## src/rtl/triangle_assembler.sv

```systemverilog
// Vertex-stream to triangle assembler (list/strip/fan) with a small triangle FIFO.
// Optional degenerate-triangle culling: define TRI_ASM_CULL_EN.
package tri_asm_pkg;

  typedef struct packed {
    logic [15:0] x;
    logic [15:0] y;
    logic [15:0] z;
  } vertex_t;

  typedef struct packed {
    vertex_t a;
    vertex_t b;
    vertex_t c;
  } tri_t;

  typedef enum logic [1:0] {
    M_LIST  = 2'd0,
    M_STRIP = 2'd1,
    M_FAN   = 2'd2,
    M_RSV   = 2'd3
  } mode_e;

  typedef enum logic [1:0] {
    S_CNT0 = 2'd0,
    S_CNT1 = 2'd1,
    S_CNT2 = 2'd2
  } asm_st_e;

endpackage

module triangle_assembler
  import tri_asm_pkg::*;
#(
  parameter int FIFO_DEPTH = 4,
  parameter int CNT_W      = 32,
  localparam int AW = $clog2(FIFO_DEPTH),
  localparam int CW = AW + 1
) (
  input  logic             clk,
  input  logic             rst_n,
  input  vertex_t          vtx_in,
  input  logic             vtx_valid,
  output logic             vtx_ready,
  input  logic [1:0]       prim_mode,
  input  logic             prim_restart,
  output vertex_t          v0,
  output vertex_t          v1,
  output vertex_t          v2,
  output logic             tri_valid,
  input  logic             tri_ready,
  output logic [CW-1:0]    fifo_count,
  output logic [CNT_W-1:0] tri_count,
`ifdef TRI_ASM_CULL_EN
  output logic [CNT_W-1:0] cull_count,
`endif
  output logic             busy
);

  localparam logic [CW-1:0] DEPTH_C = CW'(FIFO_DEPTH);

  asm_st_e st_q, st_d;
  vertex_t a_q, a_d;
  vertex_t b_q, b_d;
  logic    par_q, par_d;
  mode_e   mode_q, mode_d;
  mode_e   mode_eff;

  tri_t    push_tri;
  logic    done;
  logic    push;
  logic    pop;
  logic    vtx_acc;

  tri_t          mem [FIFO_DEPTH];
  logic [AW-1:0] wr_ptr;
  logic [AW-1:0] rd_ptr;
  tri_t          head;

  assign vtx_ready = rst_n && (fifo_count != DEPTH_C);
  assign vtx_acc   = vtx_valid && vtx_ready;
  assign tri_valid = (fifo_count != '0);
  assign pop       = tri_valid && tri_ready;
  assign busy      = (st_q != S_CNT0) || tri_valid;

  always_ff @(posedge clk) begin
    if (!rst_n) begin
      st_q   <= S_CNT0;
      a_q    <= '0;
      b_q    <= '0;
      par_q  <= 1'b0;
      mode_q <= M_LIST;
    end else begin
      st_q   <= st_d;
      a_q    <= a_d;
      b_q    <= b_d;
      par_q  <= par_d;
      mode_q <= mode_d;
    end
  end

  // A vertex arriving at cnt0 or with a restart uses the live mode input.
  always_comb begin
    st_d     = st_q;
    a_d      = a_q;
    b_d      = b_q;
    par_d    = par_q;
    mode_d   = mode_q;
    mode_eff = mode_q;
    push_tri = '0;
    done     = 1'b0;
    if ((st_q == S_CNT0) || prim_restart) begin
      mode_d   = mode_e'(prim_mode);
      mode_eff = mode_e'(prim_mode);
    end
    if (prim_restart) begin
      st_d  = S_CNT0;
      par_d = 1'b0;
    end
    if (vtx_acc) begin
      if (prim_restart) begin
        a_d  = vtx_in;
        st_d = S_CNT1;
      end else begin
        unique case (st_q)
          S_CNT0: begin
            a_d   = vtx_in;
            par_d = 1'b0;
            st_d  = S_CNT1;
          end
          S_CNT1: begin
            b_d  = vtx_in;
            st_d = S_CNT2;
          end
          S_CNT2: begin
            done = 1'b1;
            unique case (1'b1)
              mode_eff == M_STRIP: begin
                push_tri = par_q ? {b_q, a_q, vtx_in}
                                 : {a_q, b_q, vtx_in};
                a_d   = b_q;
                b_d   = vtx_in;
                par_d = ~par_q;
              end
              mode_eff == M_FAN: begin
                push_tri = {a_q, b_q, vtx_in};
                b_d      = vtx_in;
              end
              default: begin
                push_tri = {a_q, b_q, vtx_in};
                st_d     = S_CNT0;
              end
            endcase
          end
          default: st_d = S_CNT0;
        endcase
      end
    end
  end

`ifdef TRI_ASM_CULL_EN
  logic degen;
  logic cull;

  always_comb begin
    degen = ((push_tri.a.x == push_tri.b.x) && (push_tri.a.y == push_tri.b.y))
         || ((push_tri.a.x == push_tri.c.x) && (push_tri.a.y == push_tri.c.y))
         || ((push_tri.b.x == push_tri.c.x) && (push_tri.b.y == push_tri.c.y));
  end

  assign push = done && !degen;
  assign cull = done && degen;

  always_ff @(posedge clk) begin
    if (!rst_n) begin
      cull_count <= '0;
    end else if (cull) begin
      cull_count <= cull_count + CNT_W'(1);
    end
  end
`else
  assign push = done;
`endif

  always_ff @(posedge clk) begin
    if (push) begin
      mem[wr_ptr] <= push_tri;
    end
  end

  always_ff @(posedge clk) begin
    if (!rst_n) begin
      wr_ptr     <= '0;
      rd_ptr     <= '0;
      fifo_count <= '0;
      tri_count  <= '0;
    end else begin
      if (push) begin
        wr_ptr    <= wr_ptr + AW'(1);
        tri_count <= tri_count + CNT_W'(1);
      end
      if (pop) begin
        rd_ptr <= rd_ptr + AW'(1);
      end
      unique case ({push, pop})
        2'b10:   fifo_count <= fifo_count + CW'(1);
        2'b01:   fifo_count <= fifo_count - CW'(1);
        default: fifo_count <= fifo_count;
      endcase
    end
  end

  // Empty FIFO presents zeros so the outputs match the reset state.
  assign head = mem[rd_ptr];
  assign v0   = tri_valid ? head.a : '0;
  assign v1   = tri_valid ? head.b : '0;
  assign v2   = tri_valid ? head.c : '0;

endmodule
```

## config.mk

```make
export PLATFORM = sky130hd
export DESIGN_NAME = triangle_assembler
export DESIGN_NICKNAME = d
export VERILOG_FILES = /design/src/rtl/triangle_assembler.sv
export SDC_FILE = /design/constraint.sdc
export NUM_CORES = 1
export LEC_CHECK = 0
export BUFFER_PORTS_ARGS = -buffer_cell sky130_fd_sc_hd__buf_2
export CAP_MARGIN = 25
export CORE_MARGIN = 2
export CORE_UTILIZATION = 30
export DETAILED_ROUTE_END_ITERATION = 10
export HOLD_SLACK_MARGIN = 0.1
export PLACE_DENSITY = 0.56
export SLEW_MARGIN = 5
export SYNTH_ARGS = -nofsm -noshare
export SYNTH_HDL_FRONTEND = slang
export SYNTH_SLANG_ARGS = --single-unit
```

## constraint.sdc

```tcl
create_clock -name clk -period 10.8 [get_ports clk]
set_input_delay 2.16 -clock clk [delete_from_list [all_inputs] [get_ports clk]]
set_output_delay 2.16 -clock clk [all_outputs]
set_load 0.005 [all_outputs]
```

==> Word-level counts from Yosys, hierarchy flattened <==
Memories as Yosys holds them, arrays and structs flattened. A register that Yosys moved wholly into a read port is not among the register bits.
Cells that the tools add are included.
{ "classes": {"addsub": 5, "eq_ne": 9, "n_mux": 32, "n_bitwise": 2, "n_reduce_logical": 14} }
{ "ops": {"columns": ["cell", "count"], "rows": [
  ["144-bit two-way mux", 5],
  ["48-bit two-way mux", 6],
  ["48-bit one-hot mux with 2 select lines", 2],
  ["32-bit by 1-bit adder with 32-bit output (second input constant)", 1],
  ["2-bit two-way mux", 7],
  ["1-bit two-way mux", 9],
  ["2-bit by 1-bit equality test with 1-bit output (second input constant)", 3],
  ["2-bit equality test (second input constant)", 3],
  ["3-bit inequality test (second input constant)", 2],
  ["2-bit one-hot mux with 3 select lines", 1],
  ["3-bit one-hot mux with 2 select lines", 1],
  ["2-bit nonzero test", 3],
  ["3-bit nonzero test", 2],
  ["2-bit by 1-bit adder with 2-bit output (second input constant)", 2],
  ["4-bit AND reduction", 1],
  ["3-bit by 1-bit adder with 3-bit output (second input constant)", 1],
  ["1-bit logical AND", 3],
  ["3-bit AND reduction", 1],
  ["3-bit by 1-bit subtractor with 3-bit output (second input constant)", 1],
  ["2-bit zero test", 1],
  ["1-bit logical OR", 2],
  ["2-bit inequality test (second input constant)", 1],
  ["1-bit NOT", 2],
  ["1-bit one-hot mux with 2 select lines", 1],
  ["2-bit OR reduction", 1]
]} }
{ "word_totals": {"reg_bits": 140, "ramBits": 576, "output_inout_bits": 182, "word_cells": 76, "memories": 1} }
{ "mem_list": {"columns": ["name", "words", "width", "rd", "rd_clocked_by_memory_dff", "write_ports", "line", "text"], "rows": [
  ["mem", 4, 144, 1, 1, 1, "75", "tri_t mem [FIFO_DEPTH];"]
]} }

==> Longest topological paths before layout <==
{ "logic_depth": {"depth_word": 9, "depth_mapped": 15, "depth_no_buf": 11} }

==> Worst setup path before layout <==
OpenSTA, ideal clock, no wires.
{ "synth_timing": {"path_type": "input to register", "from": "in prim_restart", "to": "mem mem[0][0] (netlist bit) (enable)", "setup_ns": 0.521, "arrival_ns": 6.261, "path_slack_ns": 4.018, "path_stages": 4, "n_path_buf": 2, "path_cell_list": "and4b_1 -> clkbuf_1 -> clkbuf_1 -> and3_1"} }
{ "synth_between": {"elab_chain_len": 4} }
{ "synth_rtl": {"columns": ["item", "line", "text"], "rows": [
  ["from (decl)", "46", "input logic prim_restart,"],
  ["1-bit two-way mux", "121", "if (prim_restart) begin"],
  ["1-bit two-way mux", "120", "if (vtx_acc) begin"],
  ["1-bit two-way mux", "186", "if (push) begin"],
  ["1-bit two-way mux (implied by the code)", "187", "mem[wr_ptr] <= push_tri;"],
  ["to (decl)", "75", null]
]} }
No other way between the ends.

==> results.yml <==
worst_hold_path:
  min_to: "wr_ptr[1]$_SDFFE_PN0P_"
  hold_class: "reg -> reg"
  worstHoldStart: "wr_ptr[1]$_SDFFE_PN0P_"
  hold_depth: 2
setup_path:
  timing.rr.start: "st_q[0]$_SDFF_PN0_"
  arrival_ns: 3.25
  crit_type: "reg -> out"
  critical_path_buf_inv_count: 2
  r2r_cells: 6
  crit_required_ns: 8.64
  start_kind: "flop"
  crit_chain: "buf_4 -> mux4_2 -> and2_1 -> buf_2"
  crit_fanout: 38
  slowest_stage: "dfxtp_4"
  critPathTopFamily: "buffers and inverters"
  r2r_end: "mem[1][26]$_DFFE_PP_"
  worstSetupEndpointType: "primary output"
  reg2reg_slack_ns: 6.45
  max_stage_delay_ns: 0.82
clock_network:
  numCtsBuffers: 81
  cts_buffer_depth: 3
  path_clk_slew_ns: 0.06
  htreeDepth: 3
  cts_tree: "done"
  clock_latency_ns: 0.63
  cts_setup_buffers: 0
  hold_buffers: 0
  clkSinkCount: 718
  cts-root-buf: "clkbuf_16"
  cts_resized: 0
power:
  pwr-share-comb_pct: 2.2
  switching_power_mw: 1.21
  p_per_area_nw_per_um2: 166
  vdd_drop_max_mv: 0.113
  clkPwrFrac_pct: 46.5
  p_int_mw: 4.62
  seq_power_share_pct: 51.2
  power.total_mw: 5.82
  p_sw_share_pct: 20.7
  p_leak_nw: 10.8
grt:
  antenna_found_initial: 7
  grt_usage_pct: 15.1
  grt_pass1_vias: 18200
  grt-ovfl-total: 0
  grt_pass1_wl_mm: 118
  grt_start_max_net_pins: 80
logic_synthesis:
  synth_seq_area_share_pct: 67.4
  ys_async_sr_fraction_pct: 0
  ys_seq_elements: 718
  synth_fa_ha_area_share_pct: 0.485
  synthSimpleGateAreaFrac_pct: 10.9
  synth-xor-area-share_pct: 0.264
  synth_top_family_by_area: "multiplexers"
  ys.flop_type: "edfxtp_1"
  synthDistinctLibCells: 47
  synthesis.nets: 2072
  ys.warnings.count: 0
  synth_edf_count: 576
  syn-instance-count: 2006
  synth_area_um2: 29900
  avgSynthCellArea_um2: 14.9
  synth_compound_area_share_pct: 5.73
  synthMuxAreaShare_pct: 12.7
run:
  maxCapViolCount: 0
detailed_routing:
  route.antenna.remaining_nets: 0
  vias: 17700
  routed_wl_mm: 78.7
  routed_via_density: 4.98
  drt-pass1-iter-count: 5
  drc_errors: 0
  first_iter_violations: 1368
  routedWlPerCell_um: 22.1
final_layout:
  drive_above_1_share_pct: 26.3
  multi_input_area_um2: 9050
  final_common_cell: "edfxtp_1"
  seq_area_um2: 20100
  stdcell_area_um2: 35000
  nFillCells: 9367
  final_cell_mix: "edfxtp_1, nand2_1, buf_2"
  finalNetCount: 2272
  area_growth_pct: 17.1
sta:
  maxSlewHeadroom_pct: 29.0
  fin_crit_sh_pct: 50.1
  worst_pin_slew_ns: 1.07
  rsz0062_at_grt: "false"
  fin_worst_skew_ns: 0.0225
  fin_ws_ns: 5.39
  min_period_ns: 5.41
  hold_viol_final: 0
  hold_ws_ns: 0.492
  setup_violations: 0
  maxSlewViolCount: 0
  setup_tns_ns: 0
  fmaxAchievable_ghz: 0.185
die:
  ioPinCount: 237
  num_rows: 115
  die_area_um2: 102000
  start_util_pct: 30.3
  die_y_um: 320
  die_w_um: 320
  core_region_area_um2: 98600
place:
  dpl_cell_area_um2: 32300
  hpwl_mm: 48.7
  gp_congestion: 0.726
  dp_slack_ns: 4.88
  portBuffers: 236
outcome:
  outcome: "complete, no violations"
## routing by layer
| layer | vias up | routed length [um] | global-route usage, % |
|---|---|---|---|
| met5 | - | 0 | 0 |
| met2 | 477 | 39500 | 25.9 |
| met3 | 91 | 3760 | 2.38 |
| met1 | 9172 | 33900 | 20.1 |
| met4 | 0 | 1630 | 3.89 |
| li1 | 7998 | - | - |
## power by group through the flow
stage                     Clock, mW  Combinational (mW)  Sequential [mW]
after floorplan                   0              0.0814             3.04
after global placement            0               0.130             3.04
after detailed placement          0               0.132             3.04
after CTS                      2.77               0.132             2.98
after global routing           2.88               0.142             2.98
final                          2.71               0.129             2.98
## layout make-up
cell class | count | area share [%]
Clock buffer | 108 | 6.40
Antenna cell | 4 | 0.0286
Clock inverter | 42 | 1.13
Multi-Input combinational cell | 1125 | 25.9
Tap cell | 1287 | 4.60
Inverter | 15 | 0.182
Timing Repair Buffer | 265 | 4.23
Sequential cell | 718 | 57.6
## cell usage after synthesis, drive strengths merged, types with 12 or more instances
cell type / number / area [um2]
o31ai: 18 / 135
nand2: 262 / 983
mux2i: 53 / 531
clkbuf: 91 / 343
and3: 59 / 369
o21ai: 56 / 280
or4: 18 / 135
nand4: 12 / 81.3
a21oi: 124 / 621
dfxtp: 142 / 2840
mux4: 144 / 3240
a211oi: 48 / 601
edfxtp: 576 / 17300
inv: 15 / 56.3
nor2: 60 / 225
and2: 152 / 951
buf: 57 / 373
nand3: 62 / 310
## state kept, by name, indices dropped and copies added (netlist names), named ones only
| register | cells |
|---|---|
| mem | 576 |
| a_q | 48 |
| b_q | 48 |
| tri_count | 32 |
| fifo_count | 3 |
| mode_q | 2 |
| rd_ptr | 2 |
| st_q | 2 |
| wr_ptr | 2 |
| par_q | 1 |
## worst max path at each step
stage	start	end	cells past startpoint
2_1_floorplan	prim_restart	mem[0][0]$_DFFE_PP_	4
3_3_place_gp	rst_n	b_q[21]$_SDFFE_PN0P_	7
3_5_place_dp	rst_n	b_q[10]$_SDFFE_PN0P_	7
4_1_cts	flop	v0[37]	4
5_1_grt	flop	v0[25]	4
6_report	flop	v0[25]	4
## logic make-up after synthesis
family                   after synthesis
buffers and inverters                163
flip-flops                           718
adder cells (fa/ha/maj)               11
XOR/XNOR                               9
AO/OA/AOI/OAI                        254
AND/OR/NAND/NOR                      653
multiplexers                         198
## through the flow
step | util [%] | cells
6_report | 35.5 | 3564
5_1_grt | 35.5 | 3560
4_1_cts | 35.5 | 3559
3_5_place_dp | 32.8 | 3409
3_3_place_gp | 32.7 | 3406
2_1_floorplan | - | 2006
## worst min-delay path, stage by stage, from the launching register on
cell and delay [ns]:
dfxtp_1 0.33, nand2_1 0.06, a21oi_1 0.05
Note: power is estimated with default switching activity, not from simulation.
